File: src/rtl/oled_frame_streamer.sv
//==============================================================================
// Module   : oled_frame_streamer
// Brief    : SSD1306 128x64 SPI master: panel reset, init ROM, endless framebuffer
//            stream pulled over pixelAddress/pixelData. Optional macro
//            OLED_FRAME_DONE_EN adds the frameDone pulse output.
// Revision : 1.0
//==============================================================================
`default_nettype none

module oled_frame_streamer #(
    parameter logic [31:0] STARTUP_WAIT = 32'd10000000,
    parameter logic [7:0]  CLK_DIV      = 8'd1,
    parameter logic [3:0]  FETCH_LAT    = 4'd2
) (
    input  logic       clk,
    input  logic       rstn,
    output logic       ioSclk,
    output logic       ioSdin,
    output logic       ioCs,
    output logic       ioDc,
    output logic       ioReset,
    output logic [9:0] pixelAddress,
    input  logic [7:0] pixelData
`ifdef OLED_FRAME_DONE_EN
    ,
    output logic       frameDone
`endif
);

    typedef enum logic [2:0] {
        S_WAIT_PRE  = 3'd0,
        S_RST_LOW   = 3'd1,
        S_WAIT_POST = 3'd2,
        S_INIT_LOAD = 3'd3,
        S_SHIFT     = 3'd4,
        S_PIX_FETCH = 3'd5
    } state_t;

    state_t      r_state;
    logic [31:0] r_wait_cnt;
    logic [7:0]  r_div_cnt;
    logic [3:0]  r_fetch_cnt;
    logic [2:0]  r_bit_cnt;
    logic [4:0]  r_cmd_idx;
    logic [7:0]  r_shift;
    logic [7:0]  w_rom_byte;

    assign ioSdin = r_shift[7];

    // Horizontal addressing (20 00) lets the panel wrap on its own each frame.
    always_comb begin
        w_rom_byte = 8'h00;
        case (r_cmd_idx)
            5'd0:  w_rom_byte = 8'hAE;
            5'd1:  w_rom_byte = 8'hD5;
            5'd2:  w_rom_byte = 8'h80;
            5'd3:  w_rom_byte = 8'hA8;
            5'd4:  w_rom_byte = 8'h3F;
            5'd5:  w_rom_byte = 8'hD3;
            5'd6:  w_rom_byte = 8'h00;
            5'd7:  w_rom_byte = 8'h40;
            5'd8:  w_rom_byte = 8'h8D;
            5'd9:  w_rom_byte = 8'h14;
            5'd10: w_rom_byte = 8'h20;
            5'd11: w_rom_byte = 8'h00;
            5'd12: w_rom_byte = 8'hA1;
            5'd13: w_rom_byte = 8'hC8;
            5'd14: w_rom_byte = 8'hDA;
            5'd15: w_rom_byte = 8'h12;
            5'd16: w_rom_byte = 8'h81;
            5'd17: w_rom_byte = 8'hCF;
            5'd18: w_rom_byte = 8'hD9;
            5'd19: w_rom_byte = 8'hF1;
            5'd20: w_rom_byte = 8'hDB;
            5'd21: w_rom_byte = 8'h40;
            5'd22: w_rom_byte = 8'hA4;
            5'd23: w_rom_byte = 8'hA6;
            5'd24: w_rom_byte = 8'hAF;
            default: w_rom_byte = 8'h00;
        endcase
    end

    always_ff @(posedge clk) begin
        if (!rstn) begin
            r_state      <= S_WAIT_PRE;
            r_wait_cnt   <= 32'd0;
            r_div_cnt    <= 8'd0;
            r_fetch_cnt  <= 4'd0;
            r_bit_cnt    <= 3'd0;
            r_cmd_idx    <= 5'd0;
            r_shift      <= 8'd0;
            ioSclk       <= 1'b0;
            ioCs         <= 1'b1;
            ioDc         <= 1'b0;
            ioReset      <= 1'b1;
            pixelAddress <= 10'd0;
`ifdef OLED_FRAME_DONE_EN
            frameDone    <= 1'b0;
`endif
        end else begin
`ifdef OLED_FRAME_DONE_EN
            frameDone <= 1'b0;
`endif
            case (r_state)
                S_WAIT_PRE: begin
                    if (r_wait_cnt == STARTUP_WAIT - 32'd1) begin
                        r_wait_cnt <= 32'd0;
                        ioReset    <= 1'b0;
                        r_state    <= S_RST_LOW;
                    end else begin
                        r_wait_cnt <= r_wait_cnt + 32'd1;
                    end
                end
                S_RST_LOW: begin
                    if (r_wait_cnt == STARTUP_WAIT - 32'd1) begin
                        r_wait_cnt <= 32'd0;
                        ioReset    <= 1'b1;
                        r_state    <= S_WAIT_POST;
                    end else begin
                        r_wait_cnt <= r_wait_cnt + 32'd1;
                    end
                end
                S_WAIT_POST: begin
                    // Chip select drops together with entry to the first load.
                    if (r_wait_cnt == STARTUP_WAIT - 32'd1) begin
                        r_wait_cnt <= 32'd0;
                        r_cmd_idx  <= 5'd0;
                        ioCs       <= 1'b0;
                        ioDc       <= 1'b0;
                        r_state    <= S_INIT_LOAD;
                    end else begin
                        r_wait_cnt <= r_wait_cnt + 32'd1;
                    end
                end
                S_INIT_LOAD: begin
                    r_shift   <= w_rom_byte;
                    ioDc      <= 1'b0;
                    ioCs      <= 1'b0;
                    ioSclk    <= 1'b0;
                    r_bit_cnt <= 3'd0;
                    r_div_cnt <= 8'd0;
                    r_state   <= S_SHIFT;
                end
                S_SHIFT: begin
                    if (r_div_cnt == CLK_DIV - 8'd1) begin
                        r_div_cnt <= 8'd0;
                        if (!ioSclk) begin
                            ioSclk <= 1'b1;
                        end else begin
                            ioSclk <= 1'b0;
                            if (r_bit_cnt == 3'd7) begin
                                r_fetch_cnt <= 4'd0;
                                if (!ioDc) begin
                                    if (r_cmd_idx == 5'd24) begin
                                        pixelAddress <= 10'd0;
                                        r_state      <= S_PIX_FETCH;
`ifdef OLED_FRAME_DONE_EN
                                        frameDone    <= 1'b1;
`endif
                                    end else begin
                                        r_cmd_idx <= r_cmd_idx + 5'd1;
                                        r_state   <= S_INIT_LOAD;
                                    end
                                end else begin
                                    pixelAddress <= pixelAddress + 10'd1;
                                    r_state      <= S_PIX_FETCH;
`ifdef OLED_FRAME_DONE_EN
                                    frameDone    <= (pixelAddress == 10'd1023);
`endif
                                end
                            end else begin
                                r_shift   <= {r_shift[6:0], 1'b0};
                                r_bit_cnt <= r_bit_cnt + 3'd1;
                            end
                        end
                    end else begin
                        r_div_cnt <= r_div_cnt + 8'd1;
                    end
                end
                S_PIX_FETCH: begin
                    // Address has been stable FETCH_LAT cycles; the source has settled.
                    if (r_fetch_cnt == FETCH_LAT - 4'd1) begin
                        r_shift   <= pixelData;
                        ioDc      <= 1'b1;
                        r_bit_cnt <= 3'd0;
                        r_div_cnt <= 8'd0;
                        r_state   <= S_SHIFT;
                    end else begin
                        r_fetch_cnt <= r_fetch_cnt + 4'd1;
                    end
                end
                default: r_state <= S_WAIT_PRE;
            endcase
        end
    end

    always_ff @(posedge clk) begin
        if (rstn) begin
            assert (CLK_DIV != 8'd0) else $error("oled_frame_streamer: CLK_DIV must be at least 1");
        end
    end

endmodule

`default_nettype wire

File: config.mk
export PLATFORM = sky130hd
export DESIGN_NAME = oled_frame_streamer
export DESIGN_NICKNAME = d
export VERILOG_FILES = /design/src/rtl/oled_frame_streamer.sv
export SDC_FILE = /design/constraint.sdc
export NUM_CORES = 1
export LEC_CHECK = 0
export BUFFER_PORTS_ARGS = -buffer_cell sky130_fd_sc_hd__clkbuf_2
export CAP_MARGIN = 30
export CORE_MARGIN = 5
export CORE_UTILIZATION = 45
export DETAILED_ROUTE_END_ITERATION = 16
export PLACE_DENSITY = 0.63
export SLEW_MARGIN = 20
export SYNTH_ARGS = -nofsm -noshare
export SYNTH_HDL_FRONTEND = slang
export SYNTH_SLANG_ARGS = --single-unit
File: constraint.sdc
create_clock -name clk -period 2.7 [get_ports clk]
set_input_delay 0.675 -clock clk [delete_from_list [all_inputs] [get_ports clk]]
set_output_delay 0.675 -clock clk [all_outputs]
set_load 0.01 [all_outputs]
==> flow_metrics.py <==
metrics = {
    "floorplanning": {
        "die_area_sq_um": 12500,
        "die_w_um": 112,
        "io_pins": 25,
        "coreArea_sq_um": 10200,
        "initial_core_util_pct": 45.7,
        "die_y_um": 112,
        "rows": 37,
    },
    "routing": {
        "avgRoutedWirePerCell_um": 14.4,
        "ant_nets": 0,
        "drtIter0Drc": 378,
        "via_count": 4190,
        "wirelength_mm": 11.0,
        "drc": 0,
        "first_pass_iters": 6,
        "routed_via_density": 5.46,
    },
    "placement": {
        "placed_area_sq_um": 5180,
        "dp_hpwl_mm": 7.90,
        "port_buffers": 24,
        "place.gp.congestion": 0.850,
    },
    "setup_path": {
        "r2r-start": "r_wait_cnt[13]$_SDFFE_PN0P_",
        "reg2reg_depth": 10,
        "arrival_ps": 2860,
        "worstSetupStartpointType": "register",
        "crit_start": "r_wait_cnt[13]$_SDFFE_PN0P_",
        "path_max_fanout": 7,
        "r2r_setup_slack_ps": 120,
        "setup.worst_path.class": "reg2reg",
        "crit_path_end": "w_rom_byte[7]$_DFF_P_",
        "crit_required_ps": 2980,
        "endpoint_kind": "register",
        "r2r_end": "w_rom_byte[7]$_DFF_P_",
    },
    "cts": {
        "cts_tree": "done",
        "htreeDepth": 3,
        "path_clk_slew_ps": 90,
        "cts_buffer_depth": 2,
        "cts-buffers-inserted": 9,
        "clock_sinks": 85,
        "cts-root-buf": "clkbuf_8",
        "clock_latency_ps": 380,
    },
    "synthesis": {
        "async_flop_share_pct": 0,
        "synth-simple-area-share_pct": 30.0,
        "ys_warn_count": 0,
        "synth_area_sq_um": 4680,
        "syn_inst": 569,
        "synth_xor_area_share_pct": 8.05,
        "synth-compound-area-share_pct": 14.4,
        "synth_edf_count": 0,
        "synthMuxAreaShare_pct": 1.93,
        "synth_top_family_by_area": "simple AND/OR/NAND/NOR gates",
        "synth-adder-area-share_pct": 4.28,
        "syn_nets": 595,
        "postSynthAreaPerCell_sq_um": 8.22,
        "ys_seq_area_share_pct": 36.4,
        "synth_cell_types": 70,
        "ys_seq_elements": 85,
        "ys.flop_type": "dfxtp_1",
    },
    "layout": {
        "drive_above_1_share_pct": 19.8,
        "n_antenna_cell": 0,
        "layout_commonest_cell": "nor2_1",
        "post-route-util_pct": 53.6,
        "final_area_sq_um": 5490,
        "areaGrowthSynthToFinish_pct": 17.3,
        "final_nets": 652,
        "mostFrequentLayoutCells": "nor2_1, dfxtp_1, buf_4",
    },
    "global_route": {
        "grt.overflow.total": 0,
        "grt_pass1_vias": 3971,
        "track_usage_pct": 18.2,
        "antenna_found_initial": 0,
        "grt_pass1_wl_mm": 19.0,
        "grt_max_degree": 33,
    },
    "timing": {
        "setup_viol": 0,
        "period_share_pct": 95.7,
        "worst_slew_pin_slew_ps": 583,
        "max_freq_mhz": 387,
        "drv_slew": 0,
        "finalHoldViolCount": 0,
        "finClkSkew_ps": 14.4,
        "slew_headroom_pct": 61.0,
        "grt_setup_unrepaired": "yes",
        "final.min_clock_period_ps": 2580,
    },
    "power_and_ir_drop": {
        "p_leak_nw": 2.12,
        "vdd_drop_max_v": 0.000262,
        "total_power_mw": 2.23,
        "p_per_area_nw_per_um2": 405,
    },
    "worst_hold_path": {
        "hp-start": "r_wait_cnt[1]$_SDFFE_PN0P_",
        "hold_class": "reg2reg",
    },
    "outcome": {
        "status": "finished clean",
    },
    "flow_run": {
        "maxCapViolCount": 0,
    },
}
[final cells by class]
type | count | area, sq um
clock buffers | 11 | 131
clock inverters | 5 | 60.1
fillers | 929 | 4740
inverters | 20 | 75.1
multi-input cells | 436 | 2850
flip-flops and latches | 85 | 1700
well taps | 136 | 170
repair buffers | 74 | 499
[what timing repair did]
| item | in CTS | in global routing |
|---|---|---|
| setup buffers | 0 | 2 |
| gates resized for setup | 0 | 22 |
| setup endpoints to repair | 0 | 9 |
| hold buffers | 0 | 0 |
[flip-flops by register name, indices dropped and copies added, names as in the netlist]
register	flops
r_cmd_idx	5
r_shift	8
w_rom_byte	8
ioReset	1
r_wait_cnt	32
ioSclk	1
ioDc	1
pixelAddress	10
r_bit_cnt	3
r_div_cnt	8
r_state	3
r_fetch_cnt	4
ioCs	1
[through the flow]
stage	cells	setup WS (ps)	setup TNS (ps)	hold WS, ps
global route	767	-36.9	-120	514
CTS	765	29.7	0	485
floorplan	569	19.0	0	448
global placement	749	98.2	0	459
detailed placement	749	40.9	0	474
finish	767	117	0	481
[per-layer routing]
| metal | global-route usage, % | part of all wire, % | vias up |
|---|---|---|---|
| li1 | - | - | 2124 |
| met1 | 25.2 | 49 | 1971 |
| met2 | 27.9 | 46 | 82 |
| met3 | 3.97 | 4.1 | 13 |
| met4 | 6.33 | 1.5 | 0 |
| met5 | 0 | 0 | - |
[worst min path at each step]
stage,to,slack [ps],depth (start not counted)
global route,ioCs$_SDFFE_PN1P_,510,2
finish,r_wait_cnt[1]$_SDFFE_PN0P_,480,2
CTS,r_wait_cnt[1]$_SDFFE_PN0P_,480,2
floorplan,r_wait_cnt[1]$_SDFFE_PN0P_,450,2
detailed placement,r_wait_cnt[1]$_SDFFE_PN0P_,470,2
global placement,r_wait_cnt[1]$_SDFFE_PN0P_,460,2
[critical path, cell delays in order, from the launching register on]
cell,delay (ps)
dfxtp_1,330
or4bb_4,540
nor4_4,310
nand3_4,100
buf_4,180
a32oi_4,310
inv_2,150
buf_4,190
nand2_1,100
o22ai_1,90
a22o_1,180
[Yosys cell counts, drive strengths merged, types with 2 or more instances]
cell type,number,area [sq um]
a211oi,10,80.1
a21o,3,22.5
a21oi,36,195
a22oi,3,22.5
a311oi,2,17.5
a31oi,5,31.3
a32o,2,20.0
a32oi,3,41.3
and2,8,50.1
and3,7,43.8
and4,6,55.1
buf,13,100
clkbuf,15,56.3
dfxtp,85,1700
ha,16,200
inv,20,75.1
mux2i,9,90.1
nand2,43,161
nand2b,4,25.0
nand3,31,168
nand3b,2,15.0
nand4,16,106
nand4bb,2,22.5
nor2,97,372
nor2b,5,31.3
nor3,12,60.1
nor3b,2,15.0
nor4,9,71.3
nor4b,5,65.1
o211ai,3,27.5
o21ai,21,105
o221ai,2,17.5
o31ai,2,15.0
or3,7,43.8
or3b,3,26.3
or4,2,15.0
xnor2,19,166
xor2,24,210
[logic make-up after synthesis]
logic type / count (synthesis)
AO/OA/AOI/OAI: 101
adder cells (fa/ha/maj): 16
buffers and inverters: 48
multiplexers: 9
XOR/XNOR: 43
flip-flops: 85
AND/OR/NAND/NOR: 267
[where the power goes]
part	internal [mW]	total [mW]	switching, mW
logic	0.0185	0.0532	0.0347
registers	1.26	1.26	0.00472
clock network	0.432	0.910	0.478
Power figures use the tool's default switching activity.
